### src/rtl/wr_en_demux_n_if.sv
// wr_en_demux_n_if: command-side bundle for wr_en_demux_n
// Ports: master drives en, sel, load_sel, inc_mode, clr_err and observes we, ptr, wrap, err;
// slave is the router side with the directions reversed.
interface wr_en_demux_n_if #(
    parameter int N_CH  = 4,
    parameter int SEL_W = $clog2(N_CH)
);
    logic             en;
    logic [SEL_W-1:0] sel;
    logic             load_sel;
    logic             inc_mode;
    logic             clr_err;
    logic [N_CH-1:0]  we;
    logic [SEL_W-1:0] ptr;
    logic             wrap;
    logic             err;
    modport master (output en, sel, load_sel, inc_mode, clr_err, input we, ptr, wrap, err);
    modport slave (input en, sel, load_sel, inc_mode, clr_err, output we, ptr, wrap, err);
endinterface

### src/rtl/wr_en_demux_n.sv
// wr_en_demux_n: routes a write strobe to one of N_CH register-bank enables via a loadable pointer
// Ports: clk_i (rising edge), rst_n_i (synchronous, active-low), bus (wr_en_demux_n_if.slave):
//   en/sel/load_sel/inc_mode/clr_err in; we (registered one-hot), ptr, wrap (pulse), err (sticky) out.
// Macro WR_DEMUX_AUTOINC_EN: when defined, inc_mode steps the pointer after each routed strobe and
//   wrap pulses on the N_CH-1 -> 0 step; otherwise inc_mode is ignored and wrap stays 0.
module wr_en_demux_n #(
    parameter int N_CH  = 4,
    parameter int SEL_W = $clog2(N_CH)
) (
    input logic            clk_i,
    input logic            rst_n_i,
    wr_en_demux_n_if.slave bus
);
    localparam logic [SEL_W:0]   N_L  = (SEL_W+1)'(N_CH);
    localparam logic [SEL_W-1:0] LAST = SEL_W'(N_CH - 1);
    logic [SEL_W-1:0] tgt, nxt, ptr_q, ptr_d;
    logic [N_CH-1:0]  we_q, we_d;
    logic             valid, last, inc, wrap_q, wrap_d, err_q, err_d;
`ifdef WR_DEMUX_AUTOINC_EN
    assign inc = bus.inc_mode;
`else
    assign inc = 1'b0;
`endif
    always_comb begin
        // load bypass: a load in the same cycle as a strobe routes to the new channel
        tgt    = bus.load_sel ? bus.sel : ptr_q;
        valid  = {1'b0, tgt} < N_L;
        last   = tgt == LAST;
        nxt    = last ? '0 : tgt + 1'b1;
        we_d   = (bus.en && valid) ? {{(N_CH-1){1'b0}}, 1'b1} << tgt : '0;
        wrap_d = bus.en && valid && inc && last;
        // an out-of-range target leaves the pointer alone
        ptr_d  = !valid ? ptr_q : (bus.en && inc) ? nxt : (bus.en || bus.load_sel) ? tgt : ptr_q;
        // a new error wins over a simultaneous clear
        err_d  = !valid || (err_q && !bus.clr_err);
    end
    always_ff @(posedge clk_i) begin
        if (!rst_n_i) begin
            we_q   <= '0;
            ptr_q  <= '0;
            wrap_q <= 1'b0;
            err_q  <= 1'b0;
        end else begin
            we_q   <= we_d;
            ptr_q  <= ptr_d;
            wrap_q <= wrap_d;
            err_q  <= err_d;
        end
    end
    assign bus.we   = we_q;
    assign bus.ptr  = ptr_q;
    assign bus.wrap = wrap_q;
    assign bus.err  = err_q;
endmodule

### src/flat_wrapper.sv
// flat-port wrapper written by rule: the top's interface ports become plain ports
module wr_en_demux_n_flat 
#(
    parameter int N_CH  = 4,
    parameter int SEL_W = $clog2(N_CH)
)
  (clk_i, rst_n_i, bus_en, bus_sel, bus_load_sel, bus_inc_mode, bus_clr_err, bus_we, bus_ptr, bus_wrap, bus_err);
  wr_en_demux_n_if #(.N_CH(N_CH), .SEL_W(SEL_W)) bus_i ();
  input logic clk_i;
  input logic rst_n_i;
  input wire logic [$bits(bus_i.en)-1:0] bus_en;
  input wire logic [$bits(bus_i.sel)-1:0] bus_sel;
  input wire logic [$bits(bus_i.load_sel)-1:0] bus_load_sel;
  input wire logic [$bits(bus_i.inc_mode)-1:0] bus_inc_mode;
  input wire logic [$bits(bus_i.clr_err)-1:0] bus_clr_err;
  output wire logic [$bits(bus_i.we)-1:0] bus_we;
  output wire logic [$bits(bus_i.ptr)-1:0] bus_ptr;
  output wire logic [$bits(bus_i.wrap)-1:0] bus_wrap;
  output wire logic [$bits(bus_i.err)-1:0] bus_err;
  assign bus_i.en = bus_en;
  assign bus_i.sel = bus_sel;
  assign bus_i.load_sel = bus_load_sel;
  assign bus_i.inc_mode = bus_inc_mode;
  assign bus_i.clr_err = bus_clr_err;
  assign bus_we = bus_i.we;
  assign bus_ptr = bus_i.ptr;
  assign bus_wrap = bus_i.wrap;
  assign bus_err = bus_i.err;
  wr_en_demux_n #(.N_CH(N_CH), .SEL_W(SEL_W)) u_core (.clk_i(clk_i), .rst_n_i(rst_n_i), .bus(bus_i));
endmodule
### config.mk
export PLATFORM = sky130hd
export DESIGN_NAME = wr_en_demux_n_flat
export DESIGN_NICKNAME = d
export VERILOG_FILES = /design/src/rtl/wr_en_demux_n_if.sv /design/src/rtl/wr_en_demux_n.sv /design/src/flat_wrapper.sv
export SDC_FILE = /design/constraint.sdc
export NUM_CORES = 1
export LEC_CHECK = 0
export BUFFER_PORTS_ARGS = -buffer_cell sky130_fd_sc_hd__buf_2
export CAP_MARGIN = 20
export CORE_AREA = 2 2 39 41
export DETAILED_ROUTE_END_ITERATION = 10
export DIE_AREA = 0 0 41 43
export PLACE_DENSITY = 0.47
export SLEW_MARGIN = 25
export SYNTH_ARGS = -nofsm -noshare
export SYNTH_HDL_FRONTEND = slang
export SYNTH_SLANG_ARGS = --single-unit
### constraint.sdc
create_clock -name clk_i -period 1.55 [get_ports clk_i]
set_clock_uncertainty 0.15 [all_clocks]
set_input_delay 0.0775 -clock clk_i [delete_from_list [all_inputs] [get_ports clk_i]]
set_output_delay 0.0775 -clock clk_i [all_outputs]
set_load 0.01 [all_outputs]
After elaboration in Yosys (flattened, before gate mapping)
Index checks and enable logic that the tools add are counted.
{"block": "word_totals", "ram_bits": 0, "latchBits": 0, "rom_bits": 0, "reg_bits": 7, "out_inout_bits": 8, "mem_count": 0, "elab_cells": 9, "inputBits": 8}
{"block": "classes", "bitwise_logic": 0, "n_mul": 0, "eq_ne": 0, "reduce_logical": 4, "div": 0, "n_mux": 1, "shifts": 1, "add_sub_neg": 0, "n_lt_le_gt_ge": 0}
{"op": "1-bit by 2-bit << shifter with 4-bit output (first input constant)", "n": 1}
{"op": "2-bit two-way mux", "n": 1}
{"op": "2-bit AND reduction", "n": 1}
{"op": "1-bit logical AND", "n": 1}
{"op": "1-bit logical NOT", "n": 1}
{"op": "1-bit logical OR", "n": 1}

Longest topological paths before layout
{"block": "logic_depth", "word_depth": 2, "ltp_mapped": 2, "mapped_depth_nobuf": 2}

Worst setup path after synthesis
Ideal clock, no wire load.
{"block": "synth_path", "path_kind": "register to register", "start": "register u_core.ptr_q[1], in the netlist u_core.bus.ptr[1]", "end": "register u_core.we_q[0], in the netlist u_core.bus.we[0]", "n_path_buf": 0, "setup_slack_ps": 576, "stages_incl_launch_ff": 3, "t_required_ps": 1339, "t_arrival_ps": 763, "cell_sequence": "dfxtp_1 mux2i_2 and4_1"}
{"block": "synth_between", "elab_chain_cells": 2}
{"item": "start, declared", "line_no": "wr_en_demux_n.sv:16", "text": "logic [SEL_W-1:0] tgt, nxt, ptr_q, ptr_d;"}
{"item": "start signal, assigned", "line_no": "wr_en_demux_n.sv:45", "text": "ptr_q <= ptr_d;"}
{"item": "2-bit two-way mux", "line_no": "wr_en_demux_n.sv:26", "text": "tgt = bus.load_sel ? bus.sel : ptr_q;"}
{"item": "1-bit by 2-bit << shifter with 4-bit output", "line_no": "wr_en_demux_n.sv:30", "text": "we_d = (bus.en && valid) ? {{(N_CH-1){1'b0}}, 1'b1} << tgt : '0;"}
{"item": "end signal, assigned", "line_no": "wr_en_demux_n.sv:44", "text": "we_q <= we_d;"}
{"item": "end, declared", "line_no": "wr_en_demux_n.sv:17", "text": "logic [N_CH-1:0] we_q, we_d;"}
No other way between the ends.
A chain may end at the register's enable or synchronous reset.

Worst setup path in the final report
{"block": "layout_path", "start": "register u_core.ptr_q[1], in the netlist u_core.bus.ptr[1]", "end": "register u_core.ptr_q[1], in the netlist u_core.bus.ptr[1]"}
{"block": "layout_between", "elab_chain_cells": 1}
{"item": "2-bit two-way mux", "line_no": "wr_en_demux_n.sv:26"}
No other way between the ends.

==> results.md <==
* Status: completed
* I/O pins at 16
* Crit-path max FO at 5
* Fin nets at 50
* CP required at 1.53 ns
* Initial DRC count at 1
* CP startpoint kind: register
* Largest cells by area after synthesis: dfxtp_1, mux2i_2, nor3b_2
* Synth area leader: dfxtp_1
* Clk pwr share at 40.9%
* Logic pwr share at 11.8%
* Post-synthesis simple-gate area fraction at 25.9%
* Peak supply drop at 0.000344 V
* Final Hold Vio Count at 0
* Post-CTS repair timing setup buffer count at 0
* CTS sink cnt at 7
* Clk_lat worst skew at 0.25 ns
* Period utilisation layout at 95.9%
* Sw frac at 22.4%
* Die width at 41 um
* CTS Buf Count at 3
* GR Util All Layers at 7.76%
* PD cells at 1010 nW/um2
* Global-route wire length before repair at 807 um
* Final number of max-transition violations at 0
* CTS clk-pin slew, worst paths at 0.05 ns
* Flops & latches, synth at 7
* RSZ-0062 raised after global routing: false
* Post-Syn Area at 241 um2
* Min cycle time layout at 1.49 ns
* Top delay family on crit path: buffers and inverters
* Die ar. at 1760 um2
* Core Footprint at 1380 um2
* Seq pwr share at 47.3%
* Antenna Nets Post-Route at 0
* Placed wire-length estimate at 337 um
* Commonest non-fill, non-tap cell in the layout: buf_2
* NetSw at 0.0899 mW
* Post-cts resize count at 0
* Worst hold path type: in -> reg
* Setup TNS Final at 0 ns
* Static leakage at 0.186 nW
* Most frequent cells in the layout: buf_2, dfxtp_1, dlygate4sd3_1
* Grt total ovfl at 0
* Critical path arrival at 1.47 ns
* # diodes at 0
* First-pass DRT Iterations at 2
* Vias in the first global route at 195
* Input/output buffers at 13
* Mapped Nets at 28
* Fmax at 673 MHz
* Mux contribution to synthesized area at 11.4%
* Total power at 0.401 mW
* Netlist cell types at 10
* Yosys warnings at 0
* Main combinational cell family by area after synthesis: simple AND/OR/NAND/NOR gates
* Post-Synth XOR/XNOR Area at 0%
* Crit-path slowest cell: dlygate4sd3_1
* Post-synthesis area per instance at 12.1 um2
* Die Height at 43 um
* WS Path Type: reg -> reg
* Synth top area share at 58.0%
* Initial Util at 17.5%
* Critical path buffers and inverters at 1
* MaxCap Viol Count at 0
* Synth Area in Compound Gates at 0%
* H-tree depth at 1
* Hold_buf cts at 5
* CTS tree: done
* Final Setup Violations at 0
* Largest net degree at the start of global routing at 6
* Initial antenna violation count at 0
* Max incr delay on CP at 0.56 ns
* Detailed Route WL at 497 um
* DR DRC count at 0
* Routed WL per cell at 8.72 um
* Vias per cell at 3.70
* Vias at 211
* Register area share after synthesis at 58.0%
* Clock buffer depth at 2
* Core Rows at 14
* Adder-cell share of the synthesized area at 0%
* Fraction of layout cells with a size suffix above 1 at 48.8%
* GPL Wtd Cong at 0.678
* Nature of the critical path endpoint: register
* P_int at 0.311 mW
* CTS Root Cell: clkbuf_4
* CP Cell Sequence: mux2i_2 -> nor2b_1 -> dlygate4sd3_1
* Area grow syn2layout at 63.7%
* Syn Inst Count at 20
[worst reg2reg max path, delay by kind of cell, from the launching register on]
| kind | cells | cell delay (ns) |
|---|---|---|
| multiplexers | 1 | 0.26 |
| flip-flops | 1 | 0.32 |
| buffers and inverters | 1 | 0.56 |
| AND/OR/NAND/NOR | 1 | 0.08 |
[power groups by stage]
stage	sequential, mW	clock, mW	combinational [mW]
after floorplan	0.197	0	0.0189
after global placement	0.193	0	0.0393
after detailed placement	0.193	0	0.0395
after CTS	0.190	0.173	0.0474
after global routing	0.190	0.190	0.0511
final	0.190	0.164	0.0473
[metal layers]
metal  vias to the layer above  GRT usage (%)  wire [um]  part of all wire (%)
li1                        107              -          -                     -
met1                        90           8.14        234                    47
met2                        14           8.75        190                    38
met3                         0           6.28         73                    15
met4                         0           8.00          0                     0
met5                         -              0          0                     0
[sequential cells by signal, summed over array words and instances (netlist names)]
name,cells
u_core.bus.err,1
u_core.bus.ptr,2
u_core.bus.we,4
[stage by stage]
step | cells | instance area, um2 | hold WS [ns] | setup slack (ns) | util [%]
2_1_floorplan | 20 | 241 | -0.000991 | 0.576 | -
3_3_place_gp | 48 | 319 | 0.0932 | 0.534 | 23.1
3_5_place_dp | 48 | 319 | 0.0925 | 0.522 | 23.1
4_1_cts | 57 | 395 | 0.00822 | 0.0793 | 28.6
5_1_grt | 57 | 395 | 0.0107 | 0.00869 | 28.6
6_report | 57 | 395 | 0.0193 | 0.0634 | 28.6
[final cells by class]
cell class	count	area (um2)
repair buffers	18	115
flip-flops and latches	7	140
multi-input cells	12	93.8
fillers	152	988
well taps	16	20.0
clock buffers	4	26.3
[synth_stat cells (all sizes together)]
cell and count:
nand2 2, nor2b 2, and4 1, buf 1, nor3b 2, mux2i 2
nor2 1, dfxtp 7, nor3 1, conb 1
[worst paths after layout]
path | from | endpoint | slack, ns | cells after the start
hold reg to reg | u_core.bus.ptr[0]$_SDFFE_PN0P_ | u_core.bus.ptr[0]$_SDFFE_PN0P_ | 0.46 | 2
setup reg to reg | u_core.bus.ptr[1]$_SDFFE_PN0P_ | u_core.bus.ptr[1]$_SDFFE_PN0P_ | 0.06 | 3
setup / recovery | u_core.bus.ptr[1]$_SDFFE_PN0P_ | u_core.bus.ptr[1]$_SDFFE_PN0P_ | 0.06 | 3
hold / removal | bus_sel[0] | u_core.bus.ptr[0]$_SDFFE_PN0P_ | 0.02 | 3
[logic make-up (layout without fill, tap and decap cells)]
logic type,after synthesis,after routing
muxes,2,2
DFF,7,7
buffers and inverters,1,22
other,1,1
and+or+nand+nor,9,9
Power figures use the tool's default switching activity.
